--- config.mk ---
export PLATFORM = sky130hd
export DESIGN_NAME = pwm_multi_shadow
export DESIGN_NICKNAME = d
export VERILOG_FILES = /design/src/rtl/pwm_multi_shadow.sv
export SDC_FILE = /design/constraint.sdc
export NUM_CORES = 1
export LEC_CHECK = 0
export ABC_AREA = 1
export CORE_MARGIN = 5
export CORE_UTILIZATION = 35
export DETAILED_ROUTE_END_ITERATION = 7
export SYNTH_ARGS = -nofsm -noshare
export SYNTH_HDL_FRONTEND = slang
export SYNTH_SLANG_ARGS = --single-unit
--- constraint.sdc ---
create_clock -name clk -period 2.9 [get_ports clk]
set_input_delay 0.29 -clock clk [delete_from_list [all_inputs] [get_ports clk]]
set_output_delay 0.29 -clock clk [all_outputs]
set_load 0.1 [all_outputs]
--- src/rtl/pwm_multi_shadow.sv ---
// Multi-channel PWM generator sharing one period counter, with edge/centre-aligned modes,
// per-channel output inversion and shadowed period/duty/mode updates applied at period boundaries.
module pwm_multi_shadow #(
    parameter int unsigned   N   = 8,
    parameter int unsigned   CH  = 4,
    parameter logic [CH-1:0] INV = '0
) (
    input  logic            clk,
    input  logic            clr,
    input  logic            en,
    input  logic            load,
    input  logic            center,
    input  logic [N-1:0]    period,
    input  logic [CH*N-1:0] duty,
    output logic [CH-1:0]   pwm,
    output logic            cycle_start,
    output logic            pending
);

    typedef enum logic {UP = 1'b0, DOWN = 1'b1} dir_t;

    dir_t            dir;
    dir_t            dir_nxt;
    logic [N-1:0]    cnt;
    logic [N-1:0]    cnt_nxt;
    logic            boundary;
    logic [CH-1:0]   cmp;

    logic [N-1:0]    sh_p;
    logic [N-1:0]    act_p;
    logic [CH*N-1:0] sh_d;
    logic [CH*N-1:0] act_d;
    logic            sh_c;
    logic            act_c;

    // Next counter state for the active mode. Every arrival at cnt==0 is made with dir=UP,
    // so cnt==0 && UP marks the first clock of a period in both modes.
    // NOTE: every always_comb output gets a default first so no path can leave it unassigned (no latch).
    always_comb begin
        cnt_nxt = '0;
        dir_nxt = UP;
        if (!act_c) begin
            if (cnt < act_p) cnt_nxt = cnt + 1'b1;
        end else if (act_p != '0) begin
            if (dir == UP) begin
                if (cnt >= act_p) begin
                    cnt_nxt = act_p - 1'b1;
                    dir_nxt = (act_p == N'(1)) ? UP : DOWN;
                end else begin
                    cnt_nxt = cnt + 1'b1;
                end
            end else if (cnt > N'(1)) begin
                cnt_nxt = cnt - 1'b1;
                dir_nxt = DOWN;
            end else if (cnt == '0) begin
                cnt_nxt = N'(1);
            end
        end
    end

    assign boundary = (cnt_nxt == '0);

    always_comb begin
        cmp = '0;
        for (int i = 0; i < int'(CH); i++) begin
            cmp[i] = (cnt < act_d[i*N +: N]);
        end
    end

    // NOTE: shadow and active registers are plain flops, so they are reset like any other state;
    // sequential state uses non-blocking assignments only.
    always_ff @(posedge clk or negedge clr) begin
        if (!clr) begin
            cnt         <= '0;
            dir         <= UP;
            sh_p        <= '0;
            sh_d        <= '0;
            sh_c        <= 1'b0;
            act_p       <= '0;
            act_d       <= '0;
            act_c       <= 1'b0;
            pending     <= 1'b0;
            pwm         <= INV;
            cycle_start <= 1'b0;
        end else begin
            if (load) begin
                sh_p <= period;
                sh_d <= duty;
                sh_c <= center;
            end

            // Transfer uses the shadow as it was before this edge; a simultaneous load waits a period.
            if (!en || boundary) begin
                act_p <= sh_p;
                act_d <= sh_d;
                act_c <= sh_c;
            end

            if (load)                pending <= 1'b1;
            else if (!en || boundary) pending <= 1'b0;

            if (en) begin
                cnt         <= cnt_nxt;
                dir         <= dir_nxt;
                cycle_start <= (cnt == '0) && (dir == UP);
                pwm         <= cmp ^ INV;
            end else begin
                cnt         <= '0;
                dir         <= UP;
                cycle_start <= 1'b0;
                pwm         <= INV;
            end
        end
    end

endmodule
==> metrics.cfg <==
[yosys]
synth_compound_area_frac = 0.0565
synth_top_family_by_area = simple AND/OR/NAND/NOR gates
synth_area_mm2 = 0.00540
synth-xor-area-share = 0.0114
synth_mux_area_frac = 0
synth_seq_cells = 97
syn_inst = 682
ys.flop_type = dfrtp_1
async_flop_share = 1.00
synth.distinct_cells = 36
seq_area_frac_synth = 0.449
synth_nets = 770
synth_edf_count = 0
ys_warn_count = 0
synth_area_per_cell_um2 = 7.92
synth_simple_gate_area_frac = 0.315
yosys.area_share.adder = 0.0996

[power_and_ir_drop]
p_sw_mw = 3.49
clockPowerShare = 0.152
ir_drop_v = 0.000750
p_sw_frac = 0.471
p_int_mw = 3.92
power_leakage_nw = 3.39
power_density_mw_per_mm2 = 1150
pwr-share-seq = 0.275
p_comb_frac = 0.573

[clocking]
cts_htree_levels = 3
worst_skew_pair.late_latency_ns = 0.35
ctsHoldBuffers = 0
cts_buffers = 9
clkSinkCount = 97
clk_pin_slew_ns = 0.07
ctsLongestPathBuffers = 2
cts_tree = built
root_buffer = clkbuf_16

[global_routing]
met2_usage = 0.249
track_usage = 0.151
antenna_found_initial = 0
use_met3 = 0.0274
grt_overflow = 0
grt_first_pass_wirelength_um = 22100
grt_max_degree = 52
grt_pass1_vias = 4648
busiest_layer = met2
met1_usage = 0.198

[drt]
wl_um = 13000
drc = 0
vias_per_cell = 4.94
drtIter0Drc = 219
vias = 4587
final_antenna_net_count = 0
detail_route.wl_per_cell_um = 14.0
drt-pass1-iter-count = 4

[final_layout]
final_nets = 824
synthToLayoutAreaGrowth_pct = 19.8
fin_util = 0.427
drive_gt1_frac = 0.0838
diodes = 0
final_common_cell = nand2_1
mostFrequentLayoutCells = nand2_1 (261), dfrtp_1 (95), nand3_1 (62), inv_1 (56)

[die]
initial_utilization = 0.357
num_rows = 45
die_w_um = 134
dieArea_mm2 = 0.0180
die_h_um = 134
io_pins = 51
core_mm2 = 0.0151

[timing]
fin_worst_skew_ns = 0.00583
final.setup.tns_ns = 0
period_share = 0.916
worst_pin_slew_ns = 0.738
fmax_ghz = 0.377
fin_crit_ns = 2.66
slew_headroom = 0.506
rsz0062_at_grt = false
finalHoldViolCount = 47
maxSlewViolCount = 0
finalSetupViolations = 0
hold_ws_ns = -0.0161

[placed_design]
place_congestion = 0.882
portBuffers = 50
dpl.hpwl_um = 9500

[worst_setup_path]
max_stage_delay_ns = 0.41
cpMostUsedCell = nand2_1
critPathKind = register to register
endpoint_kind = register
critPathLaunchType = register
crit_required_ns = 3.13
cp_max_fo = 42
critPathArrivalTime_ns = 2.89
path_cells = inv_1 > ha_1 > a21oi_1 > nor2_2 > nor2_8 > nand3_4 > nand2_1 > nand3_1 > a21oi_1 > nand2_1 > nor2_2 > nand2_2 > buf_12 > nand3_1 > nand2_1
crit_slowest_cell = dfrtp_1

[hold_path]
hp-class = input pin to async pin

[flow_run]
maxCapViolCount = 0

[outcome]
status = complete, but fails checks
violations = negative hold slack

[worst paths after layout]
check | from | endpoint | slack (ns) | depth (start not counted)
max | act_p[5]$_DFFE_PN0P_ | act_p[1]$_DFFE_PN0P_ | 0.24 | 15
min | clr | sh_d[2]$_DFFE_PN0P_ | -0.02 | 1
max reg2reg | act_p[5]$_DFFE_PN0P_ | act_p[1]$_DFFE_PN0P_ | 0.24 | 15
min reg2reg | sh_p[5]$_DFFE_PN0P_ | act_p[5]$_DFFE_PN0P_ | 0.47 | 2
max in group asynchronous | clr | sh_d[15]$_DFFE_PN0P_ | 2.24 | 2
min in group clk | sh_p[5]$_DFFE_PN0P_ | act_p[5]$_DFFE_PN0P_ | 0.47 | 2
[worst max-delay path: cells and delay by family, from the launching register on]
| kind | cells | cell delay [ns] |
|---|---|---|
| adders and majority gates | 1 | 0.26 |
| DFF | 1 | 0.41 |
| and+or+nand+nor | 10 | 1.13 |
| AOI/OAI and AO/OA | 2 | 0.41 |
| buffers and inverters | 2 | 0.32 |
[timing repair]
action                                 in CTS  in global routing
gates resized for setup                     0                  6
setup endpoints to repair                   0                 42
endpoints found under the hold margin       0                  0
setup buffers                               0                  1
[sequential cells by signal, summed over array words and instances (netlist names)]
name         cells
cnt              8
act_c            1
pwm              4
sh_d            32
cycle_start      1
act_p            8
act_d           32
sh_c             1
sh_p             8
dir              1
pending          1
[power groups by stage]
stage          logic, mW  clock network (mW)  registers [mW]
2_1_floorplan       2.78                   0            2.31
3_3_place_gp        4.10                   0            2.06
5_1_grt             4.81                1.23            2.09
3_5_place_dp        4.19                   0            2.06
6_report            4.25                1.13            2.04
4_1_cts             4.20                1.17            2.04
[metal layers]
| metal | wire (µm) | vias up |
|---|---|---|
| li1 | - | 2295 |
| met4 | 251 | 0 |
| met2 | 6180 | 85 |
| met5 | 0 | - |
| met1 | 6100 | 2186 |
| met3 | 493 | 21 |
[cell usage after synthesis, types with 2 or more instances]
| master | instances | area (µm²) |
|---|---|---|
| buf_1 | 4 | 15.0 |
| nand2_1 | 261 | 980 |
| nand3_1 | 62 | 310 |
| a21oi_1 | 34 | 170 |
| inv_2 | 2 | 7.51 |
| clkbuf_1 | 12 | 45.0 |
| o211ai_1 | 4 | 30.0 |
| nor2_4 | 2 | 22.5 |
| xnor2_1 | 2 | 17.5 |
| a21boi_0 | 4 | 30.0 |
| inv_1 | 56 | 210 |
| nand4_1 | 13 | 81.3 |
| nor3_1 | 6 | 30.0 |
| buf_2 | 4 | 20.0 |
| ha_1 | 43 | 538 |
| o21ai_1 | 2 | 10.0 |
| nor2_1 | 37 | 139 |
| dfrtp_1 | 97 | 2430 |
| nand2_4 | 2 | 22.5 |
| xor2_1 | 5 | 43.8 |
| o21ai_0 | 7 | 35.0 |
| nand2_2 | 3 | 18.8 |
| buf_6 | 5 | 56.3 |
| nor2_2 | 3 | 18.8 |
[through the flow]
stage          area (µm²)  cells  worst slack [ns]  power [mW]  hold WS (ns)
4_1_cts              6430    926             0.156        7.41     0.0000109
5_1_grt              6470    928            0.0225        8.13        0.0383
3_3_place_gp         6150    911             0.167        6.16         0.372
3_5_place_dp         6150    911             0.176        6.25         0.380
6_report             6470    928             0.245        7.41       -0.0161
2_1_floorplan        5400    682             0.563        5.10      -0.00559
[layout make-up]
type,instances,area [µm²]
Fill cell,1503,8680
Multi-Input combinational cell,501,2630
Sequential cell,97,2430
Timing Repair Buffer,68,672
Clock buffer,11,253
Tap cell,188,235
Inverter,59,221
Clock inverter,4,26.3
[kinds of logic (layout without fill, tap and decap cells)]
logic type,after synthesis,in the layout
and+or+nand+nor,395,396
DFF,97,97
buffers and inverters,85,142
AOI/OAI and AO/OA,55,55
adders and majority gates,43,43
xor gates and xnor gates,7,7
Power figures use the tool's default switching activity.
